===== src/rtl/decode_stage_pipe_pkg.sv =====
// Shared encodings and instruction field positions for the MIPS decode stage.
package decode_stage_pipe_pkg;

    typedef enum logic [1:0] {
        EXT_ZERO = 2'd0,
        EXT_SIGN = 2'd1,
        EXT_LUI  = 2'd2,
        EXT_NONE = 2'd3
    } ext_op_e;

    typedef enum logic [1:0] {
        A3_RT   = 2'd0,
        A3_RD   = 2'd1,
        A3_RA   = 2'd2,
        A3_ZERO = 2'd3
    } a3_sel_e;

    localparam logic [4:0] REG_RA = 5'd31;

    localparam int RS_LSB  = 21;
    localparam int RT_LSB  = 16;
    localparam int RD_LSB  = 11;
    localparam int IMM_LSB = 0;
    localparam int IMM_W   = 16;

endpackage


===== src/rtl/decode_stage_pipe_rf_bypass.sv =====
// Register file with two combinational read ports and optional write-through
// bypass from the W-stage write port; register 0 is hard-wired to zero.
module decode_stage_pipe_rf_bypass
    import decode_stage_pipe_pkg::*;
#(
    parameter int DATA_W    = 32,
    parameter int ADDR_W    = 5,
    parameter int BYPASS_EN = 1
) (
    input  logic              clk,
    input  logic              rst,
    input  logic              we,
    input  logic [ADDR_W-1:0] waddr,
    input  logic [DATA_W-1:0] wdata,
    input  logic [ADDR_W-1:0] raddr1,
    input  logic [ADDR_W-1:0] raddr2,
    output logic [DATA_W-1:0] rdata1,
    output logic [DATA_W-1:0] rdata2
);

    localparam int DEPTH = 2 ** ADDR_W;

    logic [DATA_W-1:0] mem_r [DEPTH];

    function automatic logic [DATA_W-1:0] read_port(
        input logic [ADDR_W-1:0] raddr,
        input logic              wr_en,
        input logic [ADDR_W-1:0] wr_addr,
        input logic [DATA_W-1:0] wr_data,
        input logic [DATA_W-1:0] stored
    );
        logic [DATA_W-1:0] val;
        if (raddr == {ADDR_W{1'b0}}) begin
            val = {DATA_W{1'b0}};
        end else if ((BYPASS_EN != 0) && wr_en && (wr_addr == raddr)) begin
            val = wr_data;
        end else begin
            val = stored;
        end
        return val;
    endfunction

    // Storage update; entry 0 is never written so it stays at its reset value.
    always_ff @(posedge clk or posedge rst) begin
        if (rst) begin
            for (int i = 0; i < DEPTH; i++) begin
                mem_r[i] <= {DATA_W{1'b0}};
            end
        end else if (we && (waddr != {ADDR_W{1'b0}})) begin
            mem_r[waddr] <= wdata;
        end
    end

    // Read ports with write-through bypass.
    always_comb begin
        rdata1 = read_port(raddr1, we, waddr, wdata, mem_r[raddr1]);
        rdata2 = read_port(raddr2, we, waddr, wdata, mem_r[raddr2]);
    end

endmodule


===== src/rtl/decode_stage_pipe.sv =====
// MIPS decode stage: operand fetch/forwarding, immediate extension, destination
// selection and the D/E pipeline register with a saturating bubble counter.
module decode_stage_pipe
    import decode_stage_pipe_pkg::*;
#(
    parameter int DATA_W    = 32,
    parameter int ADDR_W    = 5,
    parameter int BYPASS_EN = 1,
    parameter int CNT_W     = 16
) (
    input  logic              Clk,
    input  logic              Reset,
    input  logic              in_valid,
    input  logic              stall_e,
    input  logic              flush_d,
    input  logic [31:0]       Instr_D,
    input  logic [31:0]       PC_D,
    input  logic [1:0]        ext_op,
    input  logic [1:0]        a3_sel,
    input  logic              fwd1_en,
    input  logic              fwd2_en,
    input  logic [DATA_W-1:0] FWD_D1,
    input  logic [DATA_W-1:0] FWD_D2,
    input  logic              RFWr,
    input  logic [ADDR_W-1:0] A3W,
    input  logic [DATA_W-1:0] WData,
    output logic [ADDR_W-1:0] D_rs_addr,
    output logic [ADDR_W-1:0] D_rt_addr,
    output logic [DATA_W-1:0] rd1_d,
    output logic [DATA_W-1:0] rd2_d,
    output logic              branch_eq,
    output logic              e_valid,
    output logic [31:0]       e_instr,
    output logic [31:0]       e_pc,
    output logic [DATA_W-1:0] e_rd1,
    output logic [DATA_W-1:0] e_rd2,
    output logic [DATA_W-1:0] e_ext,
    output logic [ADDR_W-1:0] e_a3,
    output logic [CNT_W-1:0]  bubble_cnt
);

    logic [ADDR_W-1:0] rs_s;
    logic [ADDR_W-1:0] rt_s;
    logic [ADDR_W-1:0] rd_s;
    logic [IMM_W-1:0]  imm_s;
    logic [31:0]       lui_s;
    logic [DATA_W-1:0] rf_rd1_s;
    logic [DATA_W-1:0] rf_rd2_s;
    logic [DATA_W-1:0] rd1_s;
    logic [DATA_W-1:0] rd2_s;
    logic [DATA_W-1:0] ext_s;
    logic [ADDR_W-1:0] a3_s;

    logic              e_valid_r;
    logic [31:0]       e_instr_r;
    logic [31:0]       e_pc_r;
    logic [DATA_W-1:0] e_rd1_r;
    logic [DATA_W-1:0] e_rd2_r;
    logic [DATA_W-1:0] e_ext_r;
    logic [ADDR_W-1:0] e_a3_r;
    logic [CNT_W-1:0]  bubble_cnt_r;

    assign rs_s  = Instr_D[RS_LSB +: ADDR_W];
    assign rt_s  = Instr_D[RT_LSB +: ADDR_W];
    assign rd_s  = Instr_D[RD_LSB +: ADDR_W];
    assign imm_s = Instr_D[IMM_LSB +: IMM_W];
    assign lui_s = {imm_s, 16'h0000};

    decode_stage_pipe_rf_bypass #(
        .DATA_W    (DATA_W),
        .ADDR_W    (ADDR_W),
        .BYPASS_EN (BYPASS_EN)
    ) u_rf (
        .clk    (Clk),
        .rst    (Reset),
        .we     (RFWr),
        .waddr  (A3W),
        .wdata  (WData),
        .raddr1 (rs_s),
        .raddr2 (rt_s),
        .rdata1 (rf_rd1_s),
        .rdata2 (rf_rd2_s)
    );

    // Forwarded values take precedence over the register file (and its bypass).
    always_comb begin
        rd1_s = rf_rd1_s;
        rd2_s = rf_rd2_s;
        if (fwd1_en) begin
            rd1_s = FWD_D1;
        end else begin
            rd1_s = rf_rd1_s;
        end
        if (fwd2_en) begin
            rd2_s = FWD_D2;
        end else begin
            rd2_s = rf_rd2_s;
        end
    end

    // Immediate extension; the upper-immediate form is zero above bit 31.
    always_comb begin
        ext_s = {DATA_W{1'b0}};
        case (ext_op_e'(ext_op))
            EXT_ZERO: ext_s = DATA_W'(imm_s);
            EXT_SIGN: ext_s = {{(DATA_W-IMM_W){imm_s[IMM_W-1]}}, imm_s};
            EXT_LUI:  ext_s = DATA_W'(lui_s);
            EXT_NONE: ext_s = {DATA_W{1'b0}};
            default:  ext_s = {DATA_W{1'b0}};
        endcase
    end

    // Destination register; the link register truncates to all-ones.
    always_comb begin
        a3_s = {ADDR_W{1'b0}};
        case (a3_sel_e'(a3_sel))
            A3_RT:   a3_s = rt_s;
            A3_RD:   a3_s = rd_s;
            A3_RA:   a3_s = ADDR_W'(REG_RA);
            A3_ZERO: a3_s = {ADDR_W{1'b0}};
            default: a3_s = {ADDR_W{1'b0}};
        endcase
    end

    // D/E register: stall holds, flush or empty slot loads a bubble, else load.
    always_ff @(posedge Clk or posedge Reset) begin
        if (Reset) begin
            e_valid_r    <= 1'b0;
            e_instr_r    <= 32'h0000_0000;
            e_pc_r       <= 32'h0000_0000;
            e_rd1_r      <= {DATA_W{1'b0}};
            e_rd2_r      <= {DATA_W{1'b0}};
            e_ext_r      <= {DATA_W{1'b0}};
            e_a3_r       <= {ADDR_W{1'b0}};
            bubble_cnt_r <= {CNT_W{1'b0}};
        end else if (!stall_e) begin
            if (flush_d || !in_valid) begin
                e_valid_r <= 1'b0;
                e_instr_r <= 32'h0000_0000;
                e_pc_r    <= 32'h0000_0000;
                e_rd1_r   <= {DATA_W{1'b0}};
                e_rd2_r   <= {DATA_W{1'b0}};
                e_ext_r   <= {DATA_W{1'b0}};
                e_a3_r    <= {ADDR_W{1'b0}};
                if (bubble_cnt_r != {CNT_W{1'b1}}) begin
                    bubble_cnt_r <= bubble_cnt_r + CNT_W'(1);
                end
            end else begin
                e_valid_r <= 1'b1;
                e_instr_r <= Instr_D;
                e_pc_r    <= PC_D;
                e_rd1_r   <= rd1_s;
                e_rd2_r   <= rd2_s;
                e_ext_r   <= ext_s;
                e_a3_r    <= a3_s;
            end
        end
    end

    assign D_rs_addr  = rs_s;
    assign D_rt_addr  = rt_s;
    assign rd1_d      = rd1_s;
    assign rd2_d      = rd2_s;
    assign branch_eq  = (rd1_s == rd2_s);
    assign e_valid    = e_valid_r;
    assign e_instr    = e_instr_r;
    assign e_pc       = e_pc_r;
    assign e_rd1      = e_rd1_r;
    assign e_rd2      = e_rd2_r;
    assign e_ext      = e_ext_r;
    assign e_a3       = e_a3_r;
    assign bubble_cnt = bubble_cnt_r;

endmodule


===== config.mk =====
export PLATFORM = sky130hd
export DESIGN_NAME = decode_stage_pipe
export DESIGN_NICKNAME = d
export VERILOG_FILES = /design/src/rtl/decode_stage_pipe_pkg.sv /design/src/rtl/decode_stage_pipe_rf_bypass.sv /design/src/rtl/decode_stage_pipe.sv
export SDC_FILE = /design/constraint.sdc
export NUM_CORES = 2
export LEC_CHECK = 0
export CORE_ASPECT_RATIO = 0.7
export CORE_UTILIZATION = 40
export CTS_CLUSTER_SIZE = 20
export DETAILED_ROUTE_END_ITERATION = 10
export GPL_ROUTABILITY_DRIVEN = 0
export PLACE_DENSITY_LB_ADDON = 0.12
export SETUP_SLACK_MARGIN = 0.1
export SKIP_LAST_GASP = 1
export SLEW_MARGIN = 0
export SYNTH_ARGS = -nofsm -noshare
export SYNTH_HDL_FRONTEND = slang
export SYNTH_HIERARCHICAL = 1
export SYNTH_SLANG_ARGS = --single-unit

===== constraint.sdc =====
create_clock -name Clk -period 96.5 [get_ports Clk]
set_input_delay 14.475 -clock Clk [delete_from_list [all_inputs] [get_ports Clk]]
set_output_delay 14.475 -clock Clk [all_outputs]
set_load 0.1 [all_outputs]

==> impl_metrics.yaml <==
worst_setup_path:
  crit_slowest_cell: "clkdlybuf4s50_1"
  cp-end-kind: "output pin"
  path_cells: "buf_8 > buf_4 > buf_4 > nor2_2 > buf_4 > nand3b_1 > buf_4 > nor2b_2 > buf_4 > a221o_1 > mux2i_1 > xor2_1 > nor4_1 > nand4_1 > nor2_1 > clkdlybuf4s50_1"
  crit_family: "buffers and inverters"
  r2r_start: "u_rf/mem_r[120]"
  arrival_ns: 21.57
  critPathLaunchType: "input pin"
  ff2ff_path_depth: 6
  crit_type: "input pin to output pin"
  crit_top_cell: "buf_4"
  crit_required_ns: 82.03
  cpPeakStageDelay_ns: 1.23
  worstReg2RegEnd: "e_rd1[24]"
  reg2reg_slack_ns: 93.97
  critPathBufInv: 7
  cp_max_fo: 38
power:
  seq_power_share: 0.424
  power.leakage_nw: 32.09
  p_per_area_nw_per_um2: 21.08
  p_comb_frac: 0.239
  switching_share: 0.3128
  max-vdd-ir-drop_mv: 0.01467
  power_mw: 1.551
  power.switching_mw: 0.4852
  p_int_mw: 1.066
  p_clk_frac: 0.337
global_route:
  use_met3: 0.06082
  met1_usage: 0.4356
  grt_max_degree: 114
  antenna_found_initial: 11
  grt_overflow: 0
  grtUsageTotal: 0.2973
  grt_use_met2: 0.4391
  busiest_layer: "met2"
  grt_pass1_vias: 43170
  grt_first_pass_wirelength_um: 340600
min_path:
  min_path_cells: 0
  hold_class: "flip-flop to flip-flop"
  hold_end: "u_rf/mem_r[1021]"
  worstHoldStart: "u_rf/mem_r[1021]"
die:
  rows: 121
  die_h_um: 335.2
  dieWidth_um: 478.0
  start_util: 0.4053
  coreArea_um2: 156500
  io_pins: 434
  design.die.area_um2: 160300
clock_network:
  cts-root-buf: "clkbuf_16"
  cts_sinks: 1206
  clock_latency_ns: 0.77
  clk_pin_slew_ns: 0.06
  cts_buffer_depth: 3
  cts_inserted_buffers: 131
  post_cts_buffers: 0
  cts_resized: 0
  cts_tree: "built"
  htreeDepth: 4
  postCtsHoldBufs: 0
timing:
  slew_headroom: 0.1667
  setup_violations: 0
  tns_ns: 0
  timing.fmax_mhz: 27.75
  finalCritPeriodShare: 0.3735
  whs_ns: 0.3933
  final.setup_skew_ns: 0.02254
  period_minus_slack_ns: 36.04
  rsz0062_at_grt: "no"
  worstMarginPinSlew_ns: 1.246
  slew_viol_final: 0
  hold_viol_final: 0
logic_synthesis:
  syn-num-nets: 4826
  synth-edff-count: 0
  synth_seq_cells: 1206
  yosysSeqAreaShare: 0.4756
  synth_area_um2: 63450
  syn_avg_cell_area_um2: 13.65
  ys.flop_type: "dfrtp_1"
  async_flop_share: 1.000
  synth_cells: 4648
  synth.distinct_cells: 66
  ys_warn_count: 6
route:
  vias: 43750
  ant_nets: 0
  route.detailed.drc: 0
  routed_via_density: 6.197
  drt-total-wl_um: 239700
  first_pass_iters: 5
  avgRoutedWirePerCell_um: 33.95
  drt_iter0_markers: 4605
place:
  port_buffers: 433
  dpl_cell_area_um2: 69190
  hpwl_um: 148100
layout:
  postLayoutCellArea_um2: 73610
  area_delta_synth_final_pct: 16.00
  drive_gt1_frac: 0.3613
  final_util: 0.4702
  nNetsFinal: 5039
status:
  outcome: "completed"
run:
  drv_cap: 0
[cell usage in the layout (no fill, tap or decap), drive strengths merged, types with 19 or more instances in the layout]
| cell type | synthesis | layout |
|---|---|---|
| a211oi | 31 | 31 |
| a21oi | 75 | 75 |
| a22o | 20 | 20 |
| a22oi | 149 | 149 |
| a32o | 32 | 32 |
| buf | 262 | 162 |
| clkbuf | 240 | 211 |
| clkdlybuf4s50 | 0 | 419 |
| dfrtp | 1206 | 1206 |
| inv | 69 | 71 |
| mux2 | 1000 | 1000 |
| mux2i | 395 | 395 |
| mux4 | 372 | 372 |
| nand2 | 264 | 264 |
| nand3 | 19 | 19 |
| nor2 | 44 | 44 |
| o211ai | 20 | 20 |
| o21ai | 177 | 177 |
| o221ai | 32 | 32 |
| o22ai | 35 | 35 |
| xor2 | 40 | 40 |
[how the worst max path moves through the flow]
stage / startpoint / endpoint / slack, ns / depth (start not counted)
2_1_floorplan: Reset / u_rf/mem_r[0] / 53.21 / 1
3_3_place_gp: Instr_D[16] / branch_eq / 60.53 / 14
3_5_place_dp: Instr_D[16] / branch_eq / 60.56 / 14
4_1_cts: Instr_D[16] / branch_eq / 60.55 / 14
5_1_grt: Instr_D[16] / branch_eq / 60.21 / 14
6_report: Instr_D[22] / branch_eq / 60.46 / 16
[registers in the layout (all words and copies together), names as in the netlist]
| name | flops |
|---|---|
| e_instr | 32 |
| u_rf/mem_r | 1024 |
| e_rd1 | 32 |
| bubble_cnt | 16 |
| e_valid | 1 |
| e_a3 | 5 |
| e_ext | 32 |
| e_rd2 | 32 |
| e_pc | 32 |
[metrics by stage]
step / cells / setup WS (ns)
floorplan: 4648 / 53.21
global placement: 6819 / 60.53
detailed placement: 6819 / 60.56
CTS: 7054 / 60.55
global route: 7056 / 60.21
finish: 7059 / 60.46
[cell usage after synthesis (35+ instances only)]
cell	count	area share
o22ai_1	35	0.0035
nand2_1	264	0.016
buf_4	64	0.0076
buf_6	36	0.0064
buf_1	58	0.0034
mux2_2	992	0.18
dfrtp_1	1206	0.48
a21oi_1	75	0.0059
xor2_1	40	0.0055
mux2i_1	395	0.062
nor2_1	42	0.0025
inv_1	69	0.0041
buf_2	94	0.0074
a22oi_1	149	0.018
clkbuf_1	239	0.014
o21ai_0	169	0.013
mux4_2	369	0.13
[logic make-up after synthesis]
kind of cell | synth area share
mux | 0.3720
flops | 0.4756
compound gates | 0.06961
buf+inv | 0.04575
simple gates | 0.02883
xor+xnor | 0.008006
fa+ha+maj | 0.0001972
[per-layer routing]
layer / wire (um) / part of all wire
met5: 28 / 0.00012
met2: 106400 / 0.44
met1: 108000 / 0.45
met4: 7768 / 0.032
met3: 17440 / 0.073
[power groups by stage]
stage | logic (mW) | clock network [mW] | registers (mW)
detailed placement | 0.370 | 0 | 0.663
global placement | 0.367 | 0 | 0.662
floorplan | 0.240 | 0 | 0.681
finish | 0.371 | 0.523 | 0.657
CTS | 0.371 | 0.532 | 0.655
global route | 0.390 | 0.553 | 0.669
[area by class of cell]
| cell class | count | area (um2) |
|---|---|---|
| fill | 13930 | 82940 |
| multi-input combinational | 2871 | 30650 |
| sequential | 1206 | 30180 |
| timing repair buffer | 582 | 5472 |
| clock buffer | 210 | 4158 |
| tap | 2091 | 2616 |
| inverter | 69 | 274.0 |
| clock inverter | 25 | 242.7 |
| antenna | 5 | 12.51 |
(Power assumes the default switching activity.)
